`src/rtl/ssrv_bus_pkg.sv`:
```
// ssrv_bus_pkg
//   Shared definitions for the data-memory Wishbone bridge:
//   - dmem access width codes (byte / halfword / word / reserved)
//   - the bridge FSM state encoding
package ssrv_bus_pkg;

  localparam logic [1:0] WIDTH_BYTE = 2'b00;
  localparam logic [1:0] WIDTH_HALF = 2'b01;
  localparam logic [1:0] WIDTH_WORD = 2'b10;
  localparam logic [1:0] WIDTH_RSVD = 2'b11;

  typedef enum logic [1:0] {
    ST_IDLE = 2'b00,
    ST_BUS  = 2'b01,
    ST_RESP = 2'b10
  } bridge_state_e;

endpackage

```
`src/rtl/ssrv_lane_align.sv`:
```
// ssrv_lane_align
//   Purely combinational byte-lane logic for the dmem bridge.
//   Ports:
//     width_i      access width code (ssrv_bus_pkg WIDTH_*)
//     offset_i     byte offset inside the word (addr[1:0])
//     wdata_i      right-justified store data from the core
//     bus_rdata_i  raw 32-bit word from the bus
//     sel_o        Wishbone byte-lane select
//     wdat_o       store data replicated across all lanes of its size
//     rdata_o      load data shifted down to bit 0, upper bits zero
//     legal_o      1 when width is defined and the address is naturally aligned
module ssrv_lane_align
  import ssrv_bus_pkg::*;
(
  input  logic [1:0]  width_i,
  input  logic [1:0]  offset_i,
  input  logic [31:0] wdata_i,
  input  logic [31:0] bus_rdata_i,
  output logic [3:0]  sel_o,
  output logic [31:0] wdat_o,
  output logic [31:0] rdata_o,
  output logic        legal_o
);

  logic [31:0] shifted_s;

  // Addressed lane moved down to bit 0 (shift by 8 * offset).
  assign shifted_s = bus_rdata_i >> {offset_i, 3'b000};

  // Lane select, write replication, read masking and legality per width.
  always_comb begin
    sel_o   = 4'b0000;
    wdat_o  = 32'h0000_0000;
    rdata_o = 32'h0000_0000;
    legal_o = 1'b0;
    case (width_i)
      WIDTH_BYTE: begin
        sel_o   = 4'b0001 << offset_i;
        wdat_o  = {4{wdata_i[7:0]}};
        rdata_o = {24'h00_0000, shifted_s[7:0]};
        legal_o = 1'b1;
      end
      WIDTH_HALF: begin
        sel_o   = 4'b0011 << offset_i;
        wdat_o  = {2{wdata_i[15:0]}};
        rdata_o = {16'h0000, shifted_s[15:0]};
        legal_o = ~offset_i[0];
      end
      WIDTH_WORD: begin
        sel_o   = 4'b1111;
        wdat_o  = wdata_i;
        rdata_o = shifted_s;
        legal_o = (offset_i == 2'b00);
      end
      default: begin
        // Reserved width: nothing selected, request rejected.
        sel_o   = 4'b0000;
        wdat_o  = 32'h0000_0000;
        rdata_o = 32'h0000_0000;
        legal_o = 1'b0;
      end
    endcase
  end

endmodule

```
`src/rtl/ssrv_dmem_wb_bridge.sv`:
```
// ssrv_dmem_wb_bridge
//   Bridges the core's dmem request/response port onto a single-master
//   Wishbone classic bus. Illegal requests (reserved width, misaligned
//   halfword/word) are answered with err without touching the bus; a bus
//   cycle that sees no ack within TIMEOUT_CYCLES is aborted with err.
//   Ports:
//     clk, rst_n               clock, async active-low reset
//     dmem_req/cmd/width/addr/wdata   core request (held stable until resp)
//     dmem_rdata/resp/err      one-cycle response to the core
//     wb_cyc_o/stb_o/we_o/adr_o/sel_o/dat_o   Wishbone master outputs
//     wb_dat_i/ack_i           Wishbone slave response
//   All outputs come straight from flops.
module ssrv_dmem_wb_bridge
  import ssrv_bus_pkg::*;
#(
  parameter int unsigned TIMEOUT_CYCLES = 255
) (
  input  logic        clk,
  input  logic        rst_n,
  input  logic        dmem_req,
  input  logic        dmem_cmd,
  input  logic [1:0]  dmem_width,
  input  logic [31:0] dmem_addr,
  input  logic [31:0] dmem_wdata,
  output logic [31:0] dmem_rdata,
  output logic        dmem_resp,
  output logic        dmem_err,
  output logic        wb_cyc_o,
  output logic        wb_stb_o,
  output logic        wb_we_o,
  output logic [31:0] wb_adr_o,
  output logic [3:0]  wb_sel_o,
  output logic [31:0] wb_dat_o,
  input  logic [31:0] wb_dat_i,
  input  logic        wb_ack_i
);

  localparam int unsigned CNT_W = (TIMEOUT_CYCLES > 0) ? $clog2(TIMEOUT_CYCLES + 1) : 1;
  localparam bit          TO_EN = (TIMEOUT_CYCLES != 0);
  // Count value reached in the last permitted BUS cycle.
  localparam logic [CNT_W-1:0] CNT_LAST = CNT_W'(TIMEOUT_CYCLES - 1);

  bridge_state_e state_q;
  logic          cyc_q;
  logic          we_q;
  logic [31:0]   adr_q;
  logic [3:0]    sel_q;
  logic [31:0]   wdat_q;
  logic [31:0]   rdata_q;
  logic          resp_q;
  logic          err_q;
  logic [CNT_W-1:0] cnt_q;
  logic [CNT_W-1:0] cnt_d;

  logic [3:0]    lane_sel_s;
  logic [31:0]   lane_wdat_s;
  logic [31:0]   lane_rdata_s;
  logic          lane_legal_s;
  logic          timeout_s;

  // Request width/offset stay valid through BUS because the core holds them.
  ssrv_lane_align u_lane_align (
    .width_i     (dmem_width),
    .offset_i    (dmem_addr[1:0]),
    .wdata_i     (dmem_wdata),
    .bus_rdata_i (wb_dat_i),
    .sel_o       (lane_sel_s),
    .wdat_o      (lane_wdat_s),
    .rdata_o     (lane_rdata_s),
    .legal_o     (lane_legal_s)
  );

  assign cnt_d     = cnt_q + CNT_W'(1);
  assign timeout_s = TO_EN && (cnt_q == CNT_LAST);

  // Bridge FSM with all outputs registered alongside the state.
  always_ff @(posedge clk or negedge rst_n) begin
    if (!rst_n) begin
      state_q <= ST_IDLE;
      cyc_q   <= 1'b0;
      we_q    <= 1'b0;
      adr_q   <= 32'h0000_0000;
      sel_q   <= 4'b0000;
      wdat_q  <= 32'h0000_0000;
      rdata_q <= 32'h0000_0000;
      resp_q  <= 1'b0;
      err_q   <= 1'b0;
      cnt_q   <= '0;
    end else begin
      case (state_q)
        ST_IDLE: begin
          resp_q  <= 1'b0;
          err_q   <= 1'b0;
          rdata_q <= 32'h0000_0000;
          cnt_q   <= '0;
          if (dmem_req) begin
            if (lane_legal_s) begin
              we_q    <= dmem_cmd;
              adr_q   <= {dmem_addr[31:2], 2'b00};
              sel_q   <= lane_sel_s;
              wdat_q  <= lane_wdat_s;
              cyc_q   <= 1'b1;
              state_q <= ST_BUS;
            end else begin
              // Rejected without a bus cycle.
              resp_q  <= 1'b1;
              err_q   <= 1'b1;
              state_q <= ST_RESP;
            end
          end
        end
        ST_BUS: begin
          if (wb_ack_i) begin
            // Ack has priority over a timeout in the same cycle.
            cyc_q   <= 1'b0;
            resp_q  <= 1'b1;
            err_q   <= 1'b0;
            rdata_q <= we_q ? 32'h0000_0000 : lane_rdata_s;
            state_q <= ST_RESP;
          end else if (timeout_s) begin
            cyc_q   <= 1'b0;
            resp_q  <= 1'b1;
            err_q   <= 1'b1;
            rdata_q <= 32'h0000_0000;
            state_q <= ST_RESP;
          end else begin
            cnt_q <= cnt_d;
          end
        end
        ST_RESP: begin
          // Single-cycle response; dmem_req is not looked at here.
          resp_q  <= 1'b0;
          err_q   <= 1'b0;
          rdata_q <= 32'h0000_0000;
          state_q <= ST_IDLE;
        end
        default: begin
          cyc_q   <= 1'b0;
          resp_q  <= 1'b0;
          err_q   <= 1'b0;
          rdata_q <= 32'h0000_0000;
          state_q <= ST_IDLE;
        end
      endcase
    end
  end

  assign wb_cyc_o   = cyc_q;
  assign wb_stb_o   = cyc_q;
  assign wb_we_o    = we_q;
  assign wb_adr_o   = adr_q;
  assign wb_sel_o   = sel_q;
  assign wb_dat_o   = wdat_q;
  assign dmem_rdata = rdata_q;
  assign dmem_resp  = resp_q;
  assign dmem_err   = err_q;

endmodule

```
`config.mk`:
```
export PLATFORM = sky130hd
export DESIGN_NAME = ssrv_dmem_wb_bridge
export DESIGN_NICKNAME = d
export VERILOG_FILES = /design/src/rtl/ssrv_bus_pkg.sv /design/src/rtl/ssrv_lane_align.sv /design/src/rtl/ssrv_dmem_wb_bridge.sv
export SDC_FILE = /design/constraint.sdc
export NUM_CORES = 1
export LEC_CHECK = 0
export BUFFER_PORTS_ARGS = -buffer_cell sky130_fd_sc_hd__buf_2
export CORE_MARGIN = 10
export CORE_UTILIZATION = 44
export DETAILED_ROUTE_END_ITERATION = 8
export GPL_ROUTABILITY_DRIVEN = 0
export HOLD_SLACK_MARGIN = 0.12
export PLACE_DENSITY = 0.77
export SYNTH_ARGS = -nofsm -noshare
export SYNTH_HDL_FRONTEND = slang
export SYNTH_SLANG_ARGS = --single-unit
export TNS_END_PERCENT = 5
```
`constraint.sdc`:
```
create_clock -name clk -period 1.77 [get_ports clk]
set_clock_uncertainty 0.15 [all_clocks]
set_input_delay 0.177 -clock clk [delete_from_list [all_inputs] [get_ports clk]]
set_output_delay 0.177 -clock clk [all_outputs]
set_load 0.005 [all_outputs]
```
# == Yosys cells after proc, flatten, opt, wreduce, memory -nomap -nowiden ==
# Index checks and enable logic that the tools add are counted.
# word_totals
reg_bits,112
inputBits,103
output_inout_bits,105
wordCells,62
# classes
addsub,1
eq_ne,10
shift,3
n_mux,28
bitwise,2
reduce_logical,8
# ops
operator,n
32-bit case mux with 3 select lines,2
32-bit two-way mux,4
32-bit by 5-bit right shift with 32-bit output,1
8-bit two-way mux,2
8-bit case mux with 2 select lines,1
4-bit case mux with 3 select lines,1
1-bit two-way mux,9
8-bit by 1-bit adder with 8-bit output (second input constant),1
8-bit == test (second input constant),1
2-bit two-way mux,4
2-bit != test (second input constant),4
2-bit logical NOT,3
1-bit case mux with 3 select lines,2
3-bit AND reduction,2
2-bit by 1-bit == test with 1-bit output (second input constant),2
2-bit == test (second input constant),2
1-bit case mux with 2 select lines,2
2-bit case mux with 2 select lines,1
4-bit AND reduction,1
1-bit by 2-bit left shift with 4-bit output (first input constant),1
2-bit by 2-bit left shift with 4-bit output (first input constant),1
3-bit != test (second input constant),1
1-bit inverter,2
2-bit AND reduction,1
2-bit nonzero test,1

# == Logic depth before layout (Yosys ltp) ==
# Gate-level depths: netlist of the first run.
# depth
depth_word,5
depth_mapped,7

# == Hierarchy ==
# A second synthesis of the first run with hierarchy kept.
# hier_totals
cells_unflattened,462
area_unflattened_um2,5516.5
# by_module_without_submodules
mod,n_inst,cells_each,area_per_inst_um2
ssrv_dmem_wb_bridge,1,288,4356.7
ssrv_lane_align,1,174,1159.9

# == Worst setup path before layout of the first run ==
# OpenSTA, ideal clock, no wires.
# synth_path
path_kind,reg-to-reg
startpoint,register cnt_q[0]
endpoint,register cnt_q[1]
setup_ps,69
arrival_time_ps,1710
required_ps,1551
setup_slack_ps,-159
stages_incl_launch_ff,7
path_buffers,0
synth_period_minus_slack_ps,1929
path_cell_list,dfrtp_1 inv_1 ha_1 and3_1 a21o_1 or4b_2 nand3_1
# synth_via
elab_chain_cells,4
word_cells_on_any_way,7
classes_between,1 x add/sub; 2 x eq/ne; 3 x mux; 1 x reduce/logical
# synth_lines
item,line,rtl
from (decl),ssrv_dmem_wb_bridge.sv:52,logic [CNT_W-1:0] cnt_q;
from (signal assigned),ssrv_dmem_wb_bridge.sv:127,cnt_q <= cnt_d;
8-bit by 1-bit adder with 8-bit output,ssrv_dmem_wb_bridge.sv:73,assign cnt_d = cnt_q + CNT_W'(1);
8-bit two-way mux,ssrv_dmem_wb_bridge.sv:120,end else if (timeout_s) begin
8-bit two-way mux,ssrv_dmem_wb_bridge.sv:113,if (wb_ack_i) begin
8-bit case mux with 2 select lines,ssrv_dmem_wb_bridge.sv:90,case (state_q)
# Several ways; a longest one is shown, not always the timed one. The select of a mux whose other input is x is not followed.
# A chain may end at the register's enable or synchronous reset.

# == Worst setup path in the final report of the first run ==
# layout_path
startpoint,register state_q[1]
endpoint,"register rdata_q[23], in the netlist dmem_rdata[23]"
# layout_via
elab_chain_cells,2
word_cells_on_any_way,3
classes_between,2 x eq/ne; 1 x mux
# layout_lines
item,line,rtl
from (decl),ssrv_dmem_wb_bridge.sv:43,bridge_state_e state_q;
from (signal assigned),ssrv_dmem_wb_bridge.sv:79,state_q <= ST_IDLE;
from (signal assigned),ssrv_dmem_wb_bridge.sv:103,state_q <= ST_BUS;
from (signal assigned),ssrv_dmem_wb_bridge.sv:108,state_q <= ST_RESP;
2-bit by 1-bit == test with 1-bit output (*),ssrv_dmem_wb_bridge.sv:90,
3-bit != test (no source line) / 32-bit two-way mux (equally long branches),n/a,
to (signal assigned),ssrv_dmem_wb_bridge.sv:118,rdata_q <= we_q ? 32'h0000_0000 : lane_rdata_s;
to (decl),ssrv_dmem_wb_bridge.sv:49,logic [31:0] rdata_q;
# Mark *: on every way between the ends. The rest lies on a longest branch, timed or not.

==> impl_metrics.tcl, run 1 <==
set metrics [dict create \
    status "finished, violations left" \
    violations "negative setup slack" \
    regArea_mm2 0.002803 \
    routedWlPerCell_um 20.78 \
    ys_types 43 \
    finalHoldViolCount 0 \
    ys_seq_elements 112 \
    irDropWorstVdd_mv 0.7856 \
    synth-seq-area-share_pct 54.62 \
    initial_core_util_pct 44.94 \
    layout-drive-gt1-share_pct 41.60 \
    die_area_mm2 0.01638 \
    synth_ff_type "dfrtp_1" \
    cts.clk_slew.worst_paths_ns 0.07 \
    synth_async_sr_flop_share_pct 100.0 \
    critPathArrivalTime_ns 1.98 \
    cts_buffers 9 \
    criticalPathCategory "reg2reg" \
    pre_cts_slack_ns -0.06878 \
    end_kind "flip-flop" \
    fin_crit_sh_pct 104.1 \
    hold_path.class "in2reg" \
    crit_fanout 8 \
    core_area_mm2 0.01142 \
    io_pins 208 \
    syn_area_mm2 0.005131 \
    cts_sinks 112 \
    maxSlewViolCount 0 \
    track_usage_pct 22.30 \
    multiInputGateArea_mm2 0.002218 \
    grt_max_degree 113 \
    grt_pass1_vias 5477 \
    dr.first_iter.drc_count 346 \
    vias_per_cell 5.441 \
    wl_mm 18.91 \
    cp_num_buf_inv 1 \
    cpPeakStageDelay_ns 0.43 \
    dr.pass1.iters 4 \
    setup_violations 9 \
    port_buffers 205 \
    rows 39 \
    slowest_stage "or4_4" \
    setup_ws_ns -0.07217 \
    die_h_um 128.0 \
    max_freq_ghz 0.5428 \
    cts_buffer_depth 2 \
    dpl-instance-area_mm2 0.006519 \
    antenna_found_initial 3 \
    cp_cell_sequence "nand2b_4, or3b_4, or4_4, buf_8, o2bb2ai_4" \
    grt-ovfl-total 0 \
    syn2layout_area_growth_pct 52.26 \
    synthCells 452 \
    cts_root_buf "clkbuf_16" \
    num-nets-final 862 \
    maxCapViolations 0 \
    final_util_pct 68.42 \
    yosysWarnings 0 \
    cts_tree "yes" \
    die_w_um 128.0 \
    fin_area_mm2 0.007812 \
    drtAntennaViolNets 0 \
    drcViolationCount 0 \
    htreeDepth 3 \
    worst_pin_slew_ns 0.6978 \
    cp_top_family "simple AND/OR/NAND/NOR gates" \
    synth-edff-count 0 \
    vias 4951 \
    leakagePower_uw 0.003884 \
    rsz0062_at_grt "yes" \
    startpoint_type "flip-flop" \
    post_cts_buffers 0 \
    clk_latency_ns 0.35 \
    dpl.hpwl_mm 12.21 \
    period_minus_slack_ns 1.842 \
    powerDensity_mw_per_mm2 1002 \
    grt_pass1_wl_mm 29.25 \
    critPathRequiredTime_ns 1.90 \
    avgSynthCellArea_um2 11.35 \
    maxSlewHeadroom_pct 53.38 \
    nFillCells 810 \
]
through the flow:
stage,total power [uW],setup TNS (ns),cells,hold slack [ns]
final,7825,-0.5230,910,0.1360
after global routing,8221,-1.931,908,0.1579
after CTS,7780,-0.4894,905,0.1244
after detailed placement,5536,-0.4541,797,0.1595
after global placement,5420,-0.3937,797,0.1517
after floorplan,4342,-0.5130,453,-0.2686
sequential cells by signal, summed over array words and instances, names as in the netlist:
name / count
dmem_resp: 1
state_q: 2
wb_cyc_o: 1
cnt_q: 8
dmem_rdata: 32
dmem_err: 1
wb_dat_o: 32
wb_adr_o: 30
wb_we_o: 1
wb_sel_o: 4
kinds of logic (layout without fill, tap and decap cells):
group,count (synthesis),in the layout,synth area share [%]
AO/OA/AOI/OAI,123,123,17.26
flip-flops,112,112,54.62
AND/OR/NAND/NOR,107,107,9.803
multiplexers,64,64,13.44
buffers and inverters,39,348,3.633
XOR/XNOR,4,4,0.6827
adder cells (fa/ha/maj),2,2,0.4876
other,1,7,0.07308
routing by layer:
| layer | GRT usage (%) | wire (um) | vias up |
|---|---|---|---|
| li1 | - | - | 2241 |
| met1 | 24.00 | 6793 | 2423 |
| met2 | 38.18 | 9786 | 245 |
| met3 | 8.189 | 1825 | 42 |
| met4 | 10.26 | 505 | 0 |
| met5 | 0 | 0 | - |
cell type report:
type	instances	share of cell area, %
tap	143	2.290
multi-input combinational	302	28.40
inverter	4	0.1922
sequential	112	35.87
antenna	5	0.1602
clock buffer	12	3.155
clock inverter	4	0.6887
timing repair buffer	328	29.24
power breakdown:
| part | switching, uW | leakage [uW] | internal, uW | total (uW) |
|---|---|---|---|---|
| sequential | 349 | 0.00144 | 3150 | 3490 |
| clock | 947 | 0.000139 | 1140 | 2090 |
| combinational | 1080 | 0.00231 | 1160 | 2240 |
synth_stat cells, types with 2 or more instances:
master	count	area [um2]
and3_1	2	12.51
nor2b_1	10	62.56
dfrtp_1	112	2803
nor3_1	2	10.01
a22o_1	16	140.1
buf_4	3	22.52
mux2i_1	25	250.2
or4b_2	2	20.02
a21oi_1	24	120.1
o311ai_0	4	35.03
ha_1	2	25.02
xnor2_1	4	35.03
nand3_1	6	30.03
mux2_2	39	439.2
o2bb2ai_2	8	120.1
buf_2	17	85.08
inv_1	4	15.01
nor2_1	19	71.32
o21ai_0	40	200.2
nand2b_1	3	18.77
clkbuf_1	13	48.80
nand2_1	55	206.5
a22oi_1	8	60.06
a211o_1	8	70.07
a32o_1	8	80.08
worst min-delay path: cells and delay by family:
| family | cells | cell delay [ns] |
|---|---|---|
| buffers and inverters | 1 | 0.13 |
| and+or+nand+nor | 2 | 0.17 |
| AOI/OAI and AO/OA | 1 | 0.12 |
final timing paths:
| check | start | to | slack, ns | cells past startpoint |
|---|---|---|---|---|
| max reg2reg | state_q[1] | dmem_rdata[23] | -0.07 | 5 |
| max in group asynchronous | rst_n | wb_adr_o[30] | 0.72 | 3 |
| min | wb_ack_i | cnt_q[1] | 0.14 | 4 |
| min in group asynchronous | rst_n | wb_adr_o[3] | 0.28 | 3 |
| max | state_q[1] | dmem_rdata[23] | -0.07 | 5 |
| min reg2reg | wb_dat_o[20] | wb_dat_o[20] | 0.34 | 2 |
cells in the final DEF, fill, tap and decap left out, types with 6 or more instances in the layout:
cell / count
buf_2: 204
dfrtp_1: 112
dlygate4sd3_1: 92
nand2_1: 55
mux2_2: 39
o21ai_0: 37
mux2i_1: 25
a21oi_1: 23
buf_4: 22
a22o_1: 16
nor2_1: 15
nor2b_1: 9
clkbuf_16: 9
a211o_1: 8
a22oi_1: 8
o2bb2ai_2: 7
buf_12: 7
nand3_1: 6
a32o_1: 6
timing repair:
item | in CTS | in global routing
hold endpoints to repair | 211 | 0
setup endpoints to repair | 8 | 68
hold buffers | 92 | 0
pin swaps | 1 | 0
gates resized for setup | 4 | 17
Power figures use the tool's default switching activity.
==> run 2: changes to the inputs <==
Settings changed: SETUP_SLACK_MARGIN set to 0.1.
==> run 2 against run 1 <==
Worst setup slack gained 0.0086 ns. First-iteration DRC count shrank 15%. Critical path type unchanged. The flow still finishes with violations (negative setup slack). Critical endpoint is now dmem_rdata[22]. Non-clock buffer count grew 6. Cell count up 0.22%. Utilization grew 0.81 points. Highest routed layer unchanged. Global-route usage increased by 0.19 points. Sequential power is essentially flat. Wire length is 1.0% higher. Via count grew 0.69%.
==> impl_metrics.tcl, run 2 (synthesized netlist as in run 1, its figures left out) <==
set metrics [dict create \
    cts_tree "yes" \
    cts_sinks 112 \
    die_h_um 128.0 \
    criticalPathCategory "reg2reg" \
    startpoint_type "flip-flop" \
    grt_pass1_vias 5484 \
    maxCapViolations 0 \
    fin_area_mm2 0.007905 \
    mostFrequentLayoutCells "204 x buf_2, 112 x dfrtp_1, 95 x dlygate4sd3_1" \
    holdPathStages 4 \
    htreeDepth 3 \
    max_freq_ghz 0.5454 \
    track_usage_pct 22.49 \
    io_pins 208 \
    grt_pass1_wl_mm 29.74 \
    dr.first_iter.drc_count 295 \
    die_area_mm2 0.01638 \
    wl_mm 19.10 \
    cts_root_buf "clkbuf_16" \
    regToRegSetupSlack_ns -0.06 \
    critPathRequiredTime_ns 1.90 \
    syn2layout_area_growth_pct 54.06 \
    setup_ws_ns -0.06358 \
    worst_pin_slew_ns 0.5762 \
    fin_crit_sh_pct 103.6 \
    post_cts_buffers 0 \
    violations "negative setup slack" \
    port_buffers 205 \
    dpl.hpwl_mm 12.30 \
    cts.clk_slew.worst_paths_ns 0.08 \
    finalHoldViolCount 0 \
    clk_latency_ns 0.35 \
    hold_path.class "in2reg" \
    setup_violations 16 \
    hold_path_end "cnt_q[2]" \
    num-nets-final 868 \
    routedWlPerCell_um 20.95 \
    dr.pass1.iters 5 \
    maxSlewHeadroom_pct 61.46 \
    powerDensity_mw_per_mm2 1012 \
    r2r-end "dmem_rdata[22]" \
    rows 39 \
    status "finished, violations left" \
    layout_commonest_cell "buf_2" \
    maxSlewViolCount 0 \
    hold_start "wb_ack_i" \
    layout-drive-gt1-share_pct 42.45 \
    pre_cts_slack_ns -0.09116 \
    grt_max_degree 39 \
    vias_per_cell 5.466 \
    initial_core_util_pct 44.94 \
    cts_buffer_depth 2 \
    drcViolationCount 0 \
    period_minus_slack_ns 1.834 \
    leakagePower_uw 0.003929 \
    r2r.worst_path.cells 5 \
    drtAntennaViolNets 0 \
    crit_fanout 8 \
    critPathArrivalTime_ns 1.96 \
    antenna_found_initial 1 \
    core_area_mm2 0.01142 \
    irDropWorstVdd_mv 0.7809 \
    cts_buffers 9 \
    r2r-start "state_q[1]" \
    grt-ovfl-total 0 \
    rsz0062_at_grt "yes" \
    end_kind "flip-flop" \
    vias 4985 \
    dpl-instance-area_mm2 0.006516 \
    die_w_um 128.0 \
]
## run 2: cell count changes in the layout (fill, tap and decap cells not counted), moves of 3 or more
cell / before / now
buf_6: 2 / 7
diode_2: 5 / 1
dlygate4sd3_1: 92 / 95
nor2_2: 4 / 1
nor2_4: 0 / 3
o21ai_0: 37 / 32
o21ai_1: 3 / 7
## run 2: worst max path at each step
| stage | start | end | cells after the start |
|---|---|---|---|
| detailed placement | state_q[1] | dmem_rdata[22] | 5 |
| global placement | state_q[1] | dmem_rdata[23] | 5 |
| finish | state_q[1] | dmem_rdata[22] | 5 |
| global route | state_q[1] | dmem_rdata[21] | 5 |
| CTS | state_q[1] | dmem_rdata[22] | 5 |
| floorplan | cnt_q[0] | dmem_rdata[15] | 7 |
## run 2: metal layers
layer | vias up | share of wire [%] | GRT usage [%]
met4 | 0 | 3.8 | 10.93
met1 | 2399 | 37 | 25.08
met3 | 59 | 9.8 | 8.023
met2 | 274 | 50 | 37.40
met5 | - | 0 | 0
li1 | 2253 | - | -
## run 2: cell type report
type                    count  area, um2
clock inverters             7      88.84
well taps                 143      178.9
diodes                      1      2.502
clock buffers               9      225.2
inverters                   4      15.01
multi-input cells         302       2268
fillers                   781       3513
flip-flops and latches    112       2803
repair buffers            334       2323
## run 2: timing repair
action | CTS | global route
gates resized for setup | 16 | 24
setup endpoints to repair | 99 | 100
endpoints found under the hold margin | 211 | 0
pin swaps | 14 | 13
hold buffers | 95 | 0
## run 2: critical path: stages, from the launching register on
cell       delay [ns]
dfrtp_1          0.38
nand2b_4         0.14
or3b_4           0.37
or4_4            0.42
buf_6            0.16
o2bb2ai_2        0.13
## run 2: through the flow
step	util [%]	hold WS, ns	instances	power (uW)	TNS (ns)
finish	69.23	0.1612	912	7998	-0.5334
global route	69.23	0.1788	912	8358	-1.476
CTS	68.55	0.1313	911	7865	-0.4346
detailed placement	57.07	-0.03534	800	5538	-1.036
global placement	57.07	-0.04029	800	5427	-0.4271
floorplan	-	-0.2686	453	4342	-0.5130
## run 2: where the power goes
part           total [uW]  internal [uW]  switching, uW  leakage [uW]
logic                2330           1190           1150       0.00234
registers            3500           3140            358       0.00144
clock network        2170           1130           1030      0.000155
